[config.mk]
export PLATFORM = sky130hd
export DESIGN_NAME = fft4_dit_feeder
export DESIGN_NICKNAME = d
export VERILOG_FILES = /design/src/rtl/fft4_dit_feeder.sv
export SDC_FILE = /design/constraint.sdc
export NUM_CORES = 1
export LEC_CHECK = 0
export CORE_AREA = 2 2 96 121
export CTS_BUF_LIST = sky130_fd_sc_hd__clkbuf_16
export CTS_CLUSTER_DIAMETER = 30
export CTS_CLUSTER_SIZE = 14
export DETAILED_ROUTE_END_ITERATION = 12
export DIE_AREA = 0 0 98 123
export PLACE_DENSITY = 0.93
export SLEW_MARGIN = 5
export SYNTH_ARGS = -nofsm -noshare
export SYNTH_HDL_FRONTEND = slang
export SYNTH_SLANG_ARGS = --single-unit
[constraint.sdc]
create_clock -name clk -period 4.3 [get_ports clk]
set_input_delay 0.645 -clock clk [delete_from_list [all_inputs] [get_ports clk]]
set_output_delay 0.645 -clock clk [all_outputs]
set_load 0.05 [all_outputs]
[src/rtl/fft4_dit_feeder.sv]
// -----------------------------------------------------------------------------
// fft4_dit_feeder
// Input stage of the 4-point DIT/IDIT datapath. Complex samples arrive one at
// a time over a valid/ready handshake and are gathered four at a time into a
// ping-pong buffer (2 banks x 4 entries). Each complete frame is presented to
// the first-stage butterfly as two bit-reversed operand pairs:
//   pair 0 = (x0, x2), pair 1 = (x1, x3)
// together with the stage-1 twiddle (WUNITY, 0). Values are passed through
// bit-exact; no arithmetic is performed.
//
// Ports:
//   clk                  rising-edge clock
//   rst_n                synchronous active-low reset
//   in_valid / in_ready  sample handshake, sample on in_r / in_i (signed DW)
//   out_valid / out_ready operand pair handshake
//   out_xr, out_xi       butterfly top input (x0 or x1)
//   out_yr, out_yi       butterfly bottom input (x2 or x3)
//   out_wr, out_wi       stage-1 twiddle (WUNITY, 0)
//   out_pair             0 = (x0,x2), 1 = (x1,x3)
//   out_last             high with pair 1 (last pair of a frame)
//   out_tag              frame index, increments per frame issued
// -----------------------------------------------------------------------------
module fft4_dit_feeder #(
  parameter int DW     = 9,
  parameter int WUNITY = 255,
  parameter int TAGW   = 4
) (
  input  logic                   clk,
  input  logic                   rst_n,
  input  logic                   in_valid,
  output logic                   in_ready,
  input  logic signed [DW-1:0]   in_r,
  input  logic signed [DW-1:0]   in_i,
  output logic                   out_valid,
  input  logic                   out_ready,
  output logic signed [DW-1:0]   out_xr,
  output logic signed [DW-1:0]   out_xi,
  output logic signed [DW-1:0]   out_yr,
  output logic signed [DW-1:0]   out_yi,
  output logic signed [DW-1:0]   out_wr,
  output logic signed [DW-1:0]   out_wi,
  output logic                   out_pair,
  output logic                   out_last,
  output logic [TAGW-1:0]        out_tag
);

  localparam logic signed [DW-1:0] W_RE = DW'(WUNITY);

  // Ping-pong storage: [bank][entry]
  logic signed [DW-1:0] mem_r [2][4];
  logic signed [DW-1:0] mem_i [2][4];

  logic [1:0]      full;
  logic            wbank;
  logic [1:0]      wcnt;
  logic            rbank;
  logic            rsel;
  logic [TAGW-1:0] tag;

  logic            wr_fire;
  logic            rd_fire;
  logic [1:0]      x_idx;
  logic [1:0]      y_idx;

  // Gating with rst_n keeps both handshakes quiet for the whole reset
  // window, including the first cycle before the reset edge clears state.
  assign in_ready  = rst_n & ~full[wbank];
  assign out_valid = rst_n & full[rbank];
  assign wr_fire   = in_valid & in_ready;
  assign rd_fire   = out_valid & out_ready;

  // Bit-reversed pairing: rsel picks entry 0/1 for x and entry 2/3 for y.
  assign x_idx = {1'b0, rsel};
  assign y_idx = {1'b1, rsel};

  // Sample storage is deliberately not reset; the full flags decide whether
  // any of it is ever looked at.
  always_ff @(posedge clk) begin
    if (wr_fire) begin
      mem_r[wbank][wcnt] <= in_r;
      mem_i[wbank][wcnt] <= in_i;
    end
  end

  // Bank bookkeeping. The writer and reader always sit on different banks
  // while both are active, so setting one full flag and clearing the other
  // in the same cycle never collides.
  always_ff @(posedge clk) begin
    if (!rst_n) begin
      full  <= 2'b00;
      wbank <= 1'b0;
      wcnt  <= 2'd0;
      rbank <= 1'b0;
      rsel  <= 1'b0;
      tag   <= '0;
    end else begin
      if (wr_fire) begin
        if (wcnt == 2'd3) begin
          full[wbank] <= 1'b1;
          wbank       <= ~wbank;
          wcnt        <= 2'd0;
        end else begin
          wcnt <= wcnt + 2'd1;
        end
      end
      if (rd_fire) begin
        if (rsel) begin
          full[rbank] <= 1'b0;
          rbank       <= ~rbank;
          rsel        <= 1'b0;
          tag         <= tag + 1'b1;
        end else begin
          rsel <= 1'b1;
        end
      end
    end
  end

  // Output fields are zero whenever no pair is offered, so a stalled or
  // empty feeder never shows stale data downstream.
  always_comb begin
    out_xr   = '0;
    out_xi   = '0;
    out_yr   = '0;
    out_yi   = '0;
    out_wr   = '0;
    out_wi   = '0;
    out_pair = 1'b0;
    out_last = 1'b0;
    if (out_valid) begin
      out_xr   = mem_r[rbank][x_idx];
      out_xi   = mem_i[rbank][x_idx];
      out_yr   = mem_r[rbank][y_idx];
      out_yi   = mem_i[rbank][y_idx];
      out_wr   = W_RE;
      out_wi   = '0;
      out_pair = rsel;
      out_last = rsel;
    end
  end

  assign out_tag = tag;

endmodule

==> out/metrics.yaml, run 1 <==
status: "finished, final reports clean"
clock_latency_ps: 420
max_freq_ghz: 0.280
syn_to_final_growth_pct: 20.2
cts_tree: "built"
finalSetupViolCount: 0
slowest_stage: "dfxtp_2"
drive_gt1_share_pct: 18.5
path_clk_slew_ps: 60
leakage_nw: 2.59
antenna_cells: 0
cp.required_ps: 3650
synth.top_cells.by_area: "edfxtp_1 69%, mux4_2 11%, dfxtp_1 3.8%"
grt_overflow: 0
cp_num_buf_inv: 2
r2r-start: "wbank"
synth_edf_count: 144
synth_common_cells: "144 x edfxtp_1, 37 x and3_1, 30 x mux4_2"
relSlewSlack_pct: 27.4
die_area_um2: 12100
avgRoutedWirePerCell_um: 23.3
drt-total-wl_um: 12600
critPathMaxFanout: 20
gp_congestion: 0.808
yosys_warnings: 0
pin_count: 84
ys_ff_latch: 156
dp_cells: 511
max-vdd-ir-drop_uv: 306
postRouteAntennaNets: 0
synth_cells: 328
cts_sinks: 156
port_buffers: 73
synthArstFlopShare_pct: 0
worstSetupEndpointType: "output port"
dr.pass1.iters: 4
yosysTopAreaCell: "edfxtp_1"
yosysSeqAreaShare_pct: 72.4
dp_hpwl_um: 7220
drc_errors: 0
synthDistinctLibCells: 33
cts_max_level: 4
initial_core_util_pct: 57.7
grt_max_degree: 46
path_cells: "buf_12 -> mux4_2 -> and3_1 -> clkdlybuf4s50_1"
p_per_area_nw_per_um2: 400
cp.arrival_ps: 2920
max_stage_delay_ps: 720
antenna_found_initial: 0
post_cts_buffers: 0
drv_slew: 0
period_needed_ps: 3570
synth_flop_cell: "edfxtp_1"
min-delay-start: "out_tag[3]"
synth.most_common_cell: "edfxtp_1"
core-area_um2: 10900
grt_pass1_vias: 3326
syn_area_per_cell_um2: 19.2
cts.path.max_buffers: 2
worst_pin_slew_ps: 1090
drt-initial-drc-count: 279
rsz0062_at_grt: "false"
via_per_inst: 6.16
hold_path.class: "register to register"
nets: 422
gr-usage-all-layers_pct: 21.9
die_h_um: 123
cts-root-buf: "clkbuf_16"
cts_resized: 0
die_w_um: 98
holdWs_ps: 476
maxCapViolCount: 0
instances_no_fill: 541
synth_area_um2: 6300
dr_total_vias: 3330
numCtsBuffers: 17
path_class: "register to output port"
hold_violations: 0
fin_skew_ps: 9.62
synth.top_cell.area_share_pct: 68.6
finalCritPeriodShare_pct: 83.0
tns_ps: 0
start_kind: "register"
holdBufCountCts: 0
cp_top_family: "buffers and inverters"
rows: 43
grt_pass1_wl_um: 19100
==> layout by cell type, fill, tap and decap left out, types with 2 or more instances in the layout <==
cell	count
clkinv_1	3
inv_1	8
mux4_2	30
nor3_1	3
dfxtp_2	2
or3_1	3
nand2_1	4
clkinv_2	4
nor2_1	5
clkinvlp_4	3
buf_4	5
mux2i_1	3
nand3_1	4
dfxtp_1	10
buf_12	10
clkbuf_16	17
mux4_1	6
and3_1	37
edfxtp_1	144
and2_1	8
ha_1	5
o21ai_0	5
conb_1	10
clkdlybuf4s50_1	61
a21oi_1	6
==> final timing paths <==
check	to	slack [ps]	depth (start not counted)
min	out_tag[3]	480	1
min reg2reg	out_tag[3]	480	1
max reg2reg	mem_r[1][35]	2210	3
max	out_yr[3]	730	4
==> per-layer routing <==
| layer | global-route usage (%) | vias to the layer above | routed length (um) | share of wire, % |
|---|---|---|---|---|
| met5 | 0 | - | 0 | 0 |
| met1 | 26.9 | 1701 | 4690 | 37 |
| met2 | 36.0 | 170 | 6640 | 53 |
| li1 | - | 1433 | - | - |
| met3 | 6.39 | 26 | 967 | 7.7 |
| met4 | 11.1 | 0 | 306 | 2.4 |
==> stage by stage <==
step	instance area (um^2)	utilization, %	power [mW]	setup WS (ps)
floorplan	6340	-	1.76	1090
global placement	7090	64.9	1.80	1130
detailed placement	7090	64.9	1.81	905
CTS	7580	69.4	3.05	679
global route	7580	69.4	3.11	591
finish	7580	69.4	3.03	733
==> layout make-up <==
cell class              count  area (um^2)
well taps                 135          169
repair buffers             76          848
fillers                   651         3350
multi-input cells         139         1480
inverters                   5         18.8
clock buffers              17          425
clock inverters            13         65.1
flip-flops and latches    156         4570
==> cell families (layout without fill, tap and decap cells) <==
logic type	after synthesis	after routing	synth area share (%)
adder cells (fa/ha/maj)	5	5	0.992
AND/OR/NAND/NOR	66	66	6.07
AO/OA/AOI/OAI	17	17	1.75
buffers and inverters	42	111	4.62
flip-flops	156	156	72.4
other	1	10	0.0595
multiplexers	41	41	14.1
==> flip-flops by register name, indices dropped and copies added, names as in the netlist, named ones only <==
signal / count
wcnt: 2
rbank: 1
full: 2
mem_i: 72
out_tag: 4
wbank: 1
mem_r: 72
rsel: 1
==> where the power goes <==
group | total [mW] | internal (mW) | switching, mW
logic | 0.0979 | 0.0324 | 0.0655
registers | 1.68 | 1.67 | 0.00523
clock network | 1.26 | 0.711 | 0.544
total | 3.03 | 2.42 | 0.615
Note: power is estimated with default switching activity, not from simulation.
==> run 2: changes to the inputs <==
- CORE_AREA: 2 2 96 121 -> 2 2 99 125
- DIE_AREA: 0 0 98 123 -> 0 0 101 127
- PLACE_DENSITY: 0.93 -> 0.89
- clock period: 4.3 -> 3.7 ns (I/O delays scaled with it)
==> out/metrics.yaml, run 2 (synthesized netlist as in run 1, its figures left out) <==
min_to: "out_tag[3]"
p_sw_uw: 739  # +20%
pin_count: 84  # unchanged
die_area_um2: 12800  # +6.4%
dr_total_vias: 3400  # +2.1%
relSlewSlack_pct: 52.9  # +26 points
power.share.sequential_pct: 50.8  # -4.5 points
r2r_cells: 3  # unchanged
grt_overflow: 0  # unchanged
cts_tree: "built"
syn_to_final_growth_pct: 22.3
core-area_um2: 11600  # +5.9%
initial_core_util_pct: 54.5  # -3.2 points
finalSetupViolCount: 0  # unchanged
status: "finished, final reports clean"
path_clk_slew_ps: 60  # about the same
hold_path.class: "register to register"
numCtsBuffers: 17  # unchanged
antenna_cells: 0  # unchanged
postRouteAntennaNets: 0  # unchanged
avgRoutedWirePerCell_um: 23.8  # +2.3%
layout_common_cells: "144 x edfxtp_1, 47 x buf_4, 37 x and3_1"
period_needed_ps: 2970
switching_share_pct: 19.3  # -1.0 points
gp_congestion: 0.781  # -3.4%
max_freq_ghz: 0.337
routed-wl-met2_um: 6900  # +3.9%
cts_max_level: 4  # unchanged
rsz0062_at_grt: "false"
port_buffers: 73  # unchanged
intPower_mw: 3.10  # +28%
drc_errors: 0  # unchanged
holdBufCountCts: 0  # unchanged
maxCapViolCount: 0  # unchanged
worstSetupEndpointType: "output port"
cp.arrival_ps: 2420  # -500 ps
fin_skew_ps: 14.2  # +4.56 ps
critPathMaxFanout: 20  # unchanged
die_h_um: 127  # +3.3%
gr-usage-all-layers_pct: 22.3  # +0.35 points
cts_resized: 0  # unchanged
via_per_inst: 6.13  # -0.47%
rows: 44  # +2.3%
tns_ps: 0  # unchanged
m1WireLength_um: 4990  # +6.3%
wl_met3_um: 919  # -5.0%
hold-path-cell-count: 1  # unchanged
rrSetupSlack_ps: 1770  # -440 ps
drt-initial-drc-count: 303  # +8.6%
dp_hpwl_um: 7670  # +6.3%
pwr-share-comb_pct: 3.1  # about the same
post_cts_buffers: 0  # unchanged
dr.pass1.iters: 6  # +2
die_w_um: 101  # +3.1%
finalCritPeriodShare_pct: 80.3
grt_max_degree: 44  # -4.3%
r2r-start: "wbank"
cts_sinks: 156  # unchanged
min-delay-start: "out_tag[3]"
slowest_stage: "dfxtp_2"
grt_pass1_vias: 3542  # +6.5%
cp.required_ps: 3140  # -510 ps
max-vdd-ir-drop_uv: 343  # +12%
leakage_nw: 2.77  # +7.0%
max_stage_delay_ps: 700  # -20 ps
final_common_cell: "edfxtp_1"
worst_pin_slew_ps: 706  # -383 ps
p_per_area_nw_per_um2: 498  # +24%
path_cells: "buf_12 -> mux4_2 -> and3_1 -> buf_4"
dp_cells: 523  # +2.3%
nets: 431  # +2.1%
hold_violations: 0  # unchanged
clock_power_share_pct: 46.1  # +4.7 points
drv_slew: 0  # unchanged
cts-root-buf: "clkbuf_16"
timing.rr.end: "mem_r[0][3]"
grt_pass1_wl_um: 20300  # +6.1%
instances_no_fill: 555  # +2.6%
path_class: "register to output port"
highest_layer: "met4"
start_kind: "register"
antenna_found_initial: 0  # unchanged
clock_latency_ps: 420  # about the same
cts.path.max_buffers: 2  # unchanged
drt-total-wl_um: 13200  # +4.9%
drive_gt1_share_pct: 29.5  # +11 points
## run 2: worst max path at each step
stage,startpoint,endpoint,slack [ps],cells after the start
after floorplan,rst_n,out_pair,670,5
after global placement,in_valid,mem_r[0][10],1050,5
after detailed placement,in_valid,mem_r[0][1],1010,5
after CTS,register,out_yi[7],670,4
after global routing,register,out_yi[7],610,4
final,register,out_yi[7],730,4
## run 2: area by class of cell
type,count,area [um^2]
flip-flops and latches,156,4570
multi-input cells,139,1480
fillers,714,3850
repair buffers,85,863
clock buffers,17,425
inverters,5,18.8
well taps,138,173
clock inverters,15,180
## run 2: per-layer routing
layer / track usage, % / vias up
li1: - / 1446
met1: 27.3 / 1731
met2: 35.9 / 184
met3: 5.96 / 39
met4: 12.5 / 0
met5: 0 / -
## run 2: through the flow
| stage | power (mW) | instance area, um^2 | util, % | hold WS, ps | setup slack, ps |
|---|---|---|---|---|---|
| floorplan | 2.05 | 6340 | - | 487 | 673 |
| global placement | 2.10 | 7100 | 61.5 | 452 | 1050 |
| detailed placement | 2.10 | 7100 | 61.5 | 460 | 1010 |
| CTS | 3.85 | 7710 | 66.7 | 469 | 668 |
| global route | 3.92 | 7710 | 66.7 | 491 | 607 |
| finish | 3.84 | 7710 | 66.7 | 470 | 729 |
## run 2: worst max-delay path, delay by kind of cell (launching register included)
kind	cells	cell delay, ps
buffers and inverters	2	480
flip-flops	1	700
multiplexers	1	560
AND/OR/NAND/NOR	1	230
## run 2: power groups by stage
stage	logic, mW	registers, mW	clock network, mW
finish	0.120	1.95	1.77
global route	0.128	1.95	1.84
CTS	0.119	1.95	1.78
detailed placement	0.118	1.99	0
global placement	0.113	1.98	0
floorplan	0.0667	1.98	0
==> run 3: changes to the inputs <==
- clock period: 3.7 -> 2.8 ns (I/O delays scaled with it)
==> out/metrics.yaml, run 3 (synthesized netlist as in run 1, its figures left out) <==
initial_core_util_pct: 54.5  # unchanged
pin_count: 84  # unchanged
slowest_stage: "mux4_2"
path_class: "register to output port"
via_per_inst: 5.93  # -3.2%
final_area_um2: 8230  # +6.7%
path_clk_slew_ps: 60  # about the same
tns_ps: 0  # unchanged
p_per_area_nw_per_um2: 618  # +24%
gr-usage-all-layers_pct: 22.2  # -0.094 points
hold_violations: 0  # unchanged
drt-total-wl_um: 13300  # +0.61%
r2r-start: "rsel"
die_h_um: 127  # unchanged
dp_hpwl_um: 8050  # +4.9%
start_kind: "register"
cts_tree: "built"
grt_overflow: 0  # unchanged
cts_sinks: 156  # unchanged
max_stage_delay_ps: 610  # -90 ps
critPathMaxFanout: 18  # -10%
finalCritPeriodShare_pct: 90.9
avgRoutedWirePerCell_um: 23.6  # -0.99%
rows: 44  # unchanged
cts-root-buf: "clkbuf_16"
core-area_um2: 11600  # unchanged
holdBufCountCts: 0  # unchanged
fin_skew_ps: 8.46  # -5.73 ps
worstSetupEndpointType: "output port"
placedInstanceArea_um2: 7620  # +7.3%
post_cts_buffers: 0  # unchanged
relSlewSlack_pct: 54.6  # +1.7 points
cp.required_ps: 2380  # -760 ps
grt_pass1_wl_um: 20200  # -0.10%
min-delay-start: "out_tag[3]"
min_to: "out_tag[3]"
drt-initial-drc-count: 186  # -39%
postRouteAntennaNets: 0  # unchanged
grt_max_degree: 44  # unchanged
dr.pass1.iters: 5  # -1
drive_gt1_share_pct: 31.2  # +1.7 points
antenna_found_initial: 0  # unchanged
layout_common_cells: "144 x edfxtp_1, 49 x buf_12, 37 x and3_1"
die_w_um: 101  # unchanged
final_common_cell: "edfxtp_1"
cts_max_level: 4  # unchanged
worst_pin_slew_ps: 682  # -24.8 ps
path_cells: "buf_4 -> mux4_2 -> and3_1 -> buf_12"
numCtsBuffers: 17  # unchanged
maxCapViolCount: 0  # unchanged
drv_slew: 0  # unchanged
cts.path.max_buffers: 2  # unchanged
grt_pass1_vias: 3458  # -2.4%
max_freq_ghz: 0.393
hold-path-cell-count: 1  # unchanged
antenna_cells: 0  # unchanged
syn_to_final_growth_pct: 30.5
nets: 440  # +2.1%
rsz0062_at_grt: "false"
rrSetupSlack_ps: 990  # -780 ps
gp_congestion: 0.769  # -1.5%
port_buffers: 73  # unchanged
leakage_nw: 2.91  # +5.2%
die_area_um2: 12800  # unchanged
cts_resized: 0  # unchanged
max-vdd-ir-drop_uv: 367  # +6.9%
hold_path.class: "register to register"
r2r_cells: 4  # +1
finalSetupViolCount: 0  # unchanged
status: "finished, final reports clean"
period_needed_ps: 2550
clock_latency_ps: 420  # about the same
cp.arrival_ps: 2130  # -290 ps
dr_total_vias: 3343  # -1.7%
drc_errors: 0  # unchanged
[run 3: layout make-up]
type | count | area, um^2
well taps | 138 | 173
repair buffers | 94 | 1380
clock inverters | 15 | 179
fillers | 660 | 3330
multi-input cells | 139 | 1480
inverters | 5 | 18.8
clock buffers | 17 | 425
flip-flops and latches | 156 | 4570
[run 3: report_power, final]
| part | total [mW] | internal [mW] | switching, mW | leakage, nW |
|---|---|---|---|---|
| sequential | 2.58 | 2.57 | 0.00807 | 1.40 |
| clock | 2.34 | 1.47 | 0.873 | 0.292 |
| combinational | 0.163 | 0.0569 | 0.106 | 1.22 |
| total | 5.08 | 4.09 | 0.987 | 2.91 |
[run 3: metrics by stage]
step | power (mW) | worst slack [ps] | utilization, % | instances | hold WS (ps)
3_3_place_gp | 2.77 | 554 | 65.9 | 532 | 451
3_5_place_dp | 2.79 | 430 | 65.9 | 532 | 471
5_1_grt | 5.21 | 176 | 71.2 | 564 | 508
4_1_cts | 5.11 | 214 | 71.2 | 564 | 479
6_report | 5.08 | 254 | 71.2 | 564 | 480
2_1_floorplan | 2.71 | 43.4 | - | 337 | 487
[run 3: worst max-delay path, delay by kind of cell (launching register included)]
family / cells / cell delay (ps)
flops: 1 / 330
simple gates: 1 / 250
mux: 1 / 610
buf+inv: 2 / 500
[run 3: routing by layer]
metal | vias to the layer above | routed length (um) | share of wire [%] | GRT usage [%]
li1 | 1460 | - | - | -
met1 | 1716 | 5340 | 40 | 28.7
met2 | 144 | 7020 | 53 | 35.9
met3 | 23 | 672 | 5.1 | 5.91
met4 | 0 | 274 | 2.1 | 9.06
met5 | - | 0 | 0 | 0
[run 3: worst max path at each step]
stage / from / end / slack (ps) / cells past startpoint
final: register / out_yr[6] / 250 / 4
after global routing: register / out_yr[6] / 180 / 4
after CTS: register / out_yr[6] / 210 / 4
after detailed placement: in_valid / mem_i[0][6] / 430 / 5
after global placement: in_valid / mem_i[0][7] / 550 / 5
after floorplan: rst_n / out_pair / 40 / 5
==> RTL change (flow settings as in run 2) <==
Make the reset (`rst_n`) asynchronous in one clocked block. Comments in the files are not updated.
--- a/src/rtl/fft4_dit_feeder.sv
+++ b/src/rtl/fft4_dit_feeder.sv
@@ -86,5 +86,5 @@
   // while both are active, so setting one full flag and clearing the other
   // in the same cycle never collides.
-  always_ff @(posedge clk) begin
+  always_ff @(posedge clk or negedge rst_n) begin
     if (!rst_n) begin
       full  <= 2'b00;
Function: differs if rst_n is asserted again (counterexample within 10 cycles, from zero or initial values and one cycle with rst_n low); with rst_n held inactive, the same outputs for 10 cycles.
==> RTL change against run 2 <==
- worst setup slack worse by 0.41 ns
- routed wire length shrank 3.7%
- register-to-register slack worse by 0.12 ns
- cell area is 0.67% lower
- synthesized area fell by 0.56%
- sequential cell count shrank 1
- clock skew decreased by 0.00090 ns
- non-clock buffer count up 4
- via count is 6.0% lower
Power is not compared: it rests on default switching activity, and its combinational part moved more than twofold at a synthesized area within 25%.
==> RTL change: results <==
[placement]
dp.cells = 513
gp_congestion = 0.7308
dp_hpwl_mm = 7.513

[route]
vias_per_cell = 5.886
vias = 3196
drt_iter0_markers = 320
wl_per_cell_um = 23.46

[worst_hold_path]
min_path_type = "input pin to asynchronous set/reset pin"

[global_routing]
grt_pass1_vias = 3385
grt_max_degree = 40
grt_usage_pct = 21.25
grt_pass1_wl_mm = 19.78

[synth]
synthTopCellsByArea = "edfxtp_1 (69%), mux4_2 (11%), dfrtp_1 (4.4%)"
async_flop_share_pct = 7.097
synthTopCellsByCount = "edfxtp_1 (144), and3_1 (37), mux4_2 (32)"
ys_types = 27
synth_cells = 314

[setup_path]
r2r-start = "full[1]"
cp_slowest_stage_delay_ns = 0.85
crit_family = "buffers and inverters"
timing.rr.end = "mem_r[1][35]"
slowest_stage = "clkdlybuf4s50_1"
crit_fanout = 39

[finish]
drive_gt1_share_pct = 19.26
nets = 421

[sta]
worst_pin_slew_ns = 0.6788

[status]
status = "completed"
-- RTL change: kinds of logic after synthesis --
logic type	after synthesis	synth area share (%)
compound gates	4	0.4989
xor+xnor	5	0.6986
fa+ha+maj	5	0.9978
buf+inv	41	4.410
flops	155	73.36
mux	42	14.21
other cells	1	0.05981
simple gates	61	5.767
-- RTL change: final cells by class --
| class | instances | area [µm²] |
|---|---|---|
| fillers | 729 | 3902 |
| multi-input cells | 127 | 1428 |
| well taps | 138 | 172.7 |
| clock inverters | 13 | 136.4 |
| flip-flops and latches | 155 | 4601 |
| repair buffers | 89 | 880.8 |
| clock buffers | 17 | 425.4 |
| inverters | 4 | 15.01 |
-- RTL change: layer usage --
metal,global-route usage [%],wire (µm)
met1,27.70,4772
met2,33.92,6669
met3,4.595,1033
met4,10.89,263
met5,0,0
-- RTL change: stage by stage --
step           total power [mW]  util (%)  hold WS (ns)  setup slack [ns]  instance area, µm²
2_1_floorplan             3.796         -        0.2594             1.372                6304
6_report                  5.981     66.24       0.09634            0.3210                7659
3_3_place_gp              4.310     61.39        0.4581            0.7195                7097
4_1_cts                   6.024     66.24       0.07433            0.2467                7659
3_5_place_dp              4.351     61.39        0.4658            0.6896                7097
5_1_grt                   6.197     66.24       0.09032           0.09368                7659
-- RTL change: worst max-delay path by stage --
| stage | slack (ns) | end | startpoint |
|---|---|---|---|
| finish | 0.32 | out_wr[4] | rbank |
| global route | 0.09 | out_wr[2] | rbank |
| CTS | 0.25 | out_wr[6] | rbank |
| detailed placement | 0.69 | out_wr[6] | rbank |
| global placement | 0.72 | out_wr[6] | rbank |
| floorplan | 1.37 | out_pair | rst_n |
-- RTL change: report_power, final --
group | internal (mW) | switching [mW]
combinational | 0.869 | 1.28
sequential | 2.05 | 0.134
clock | 1.03 | 0.615
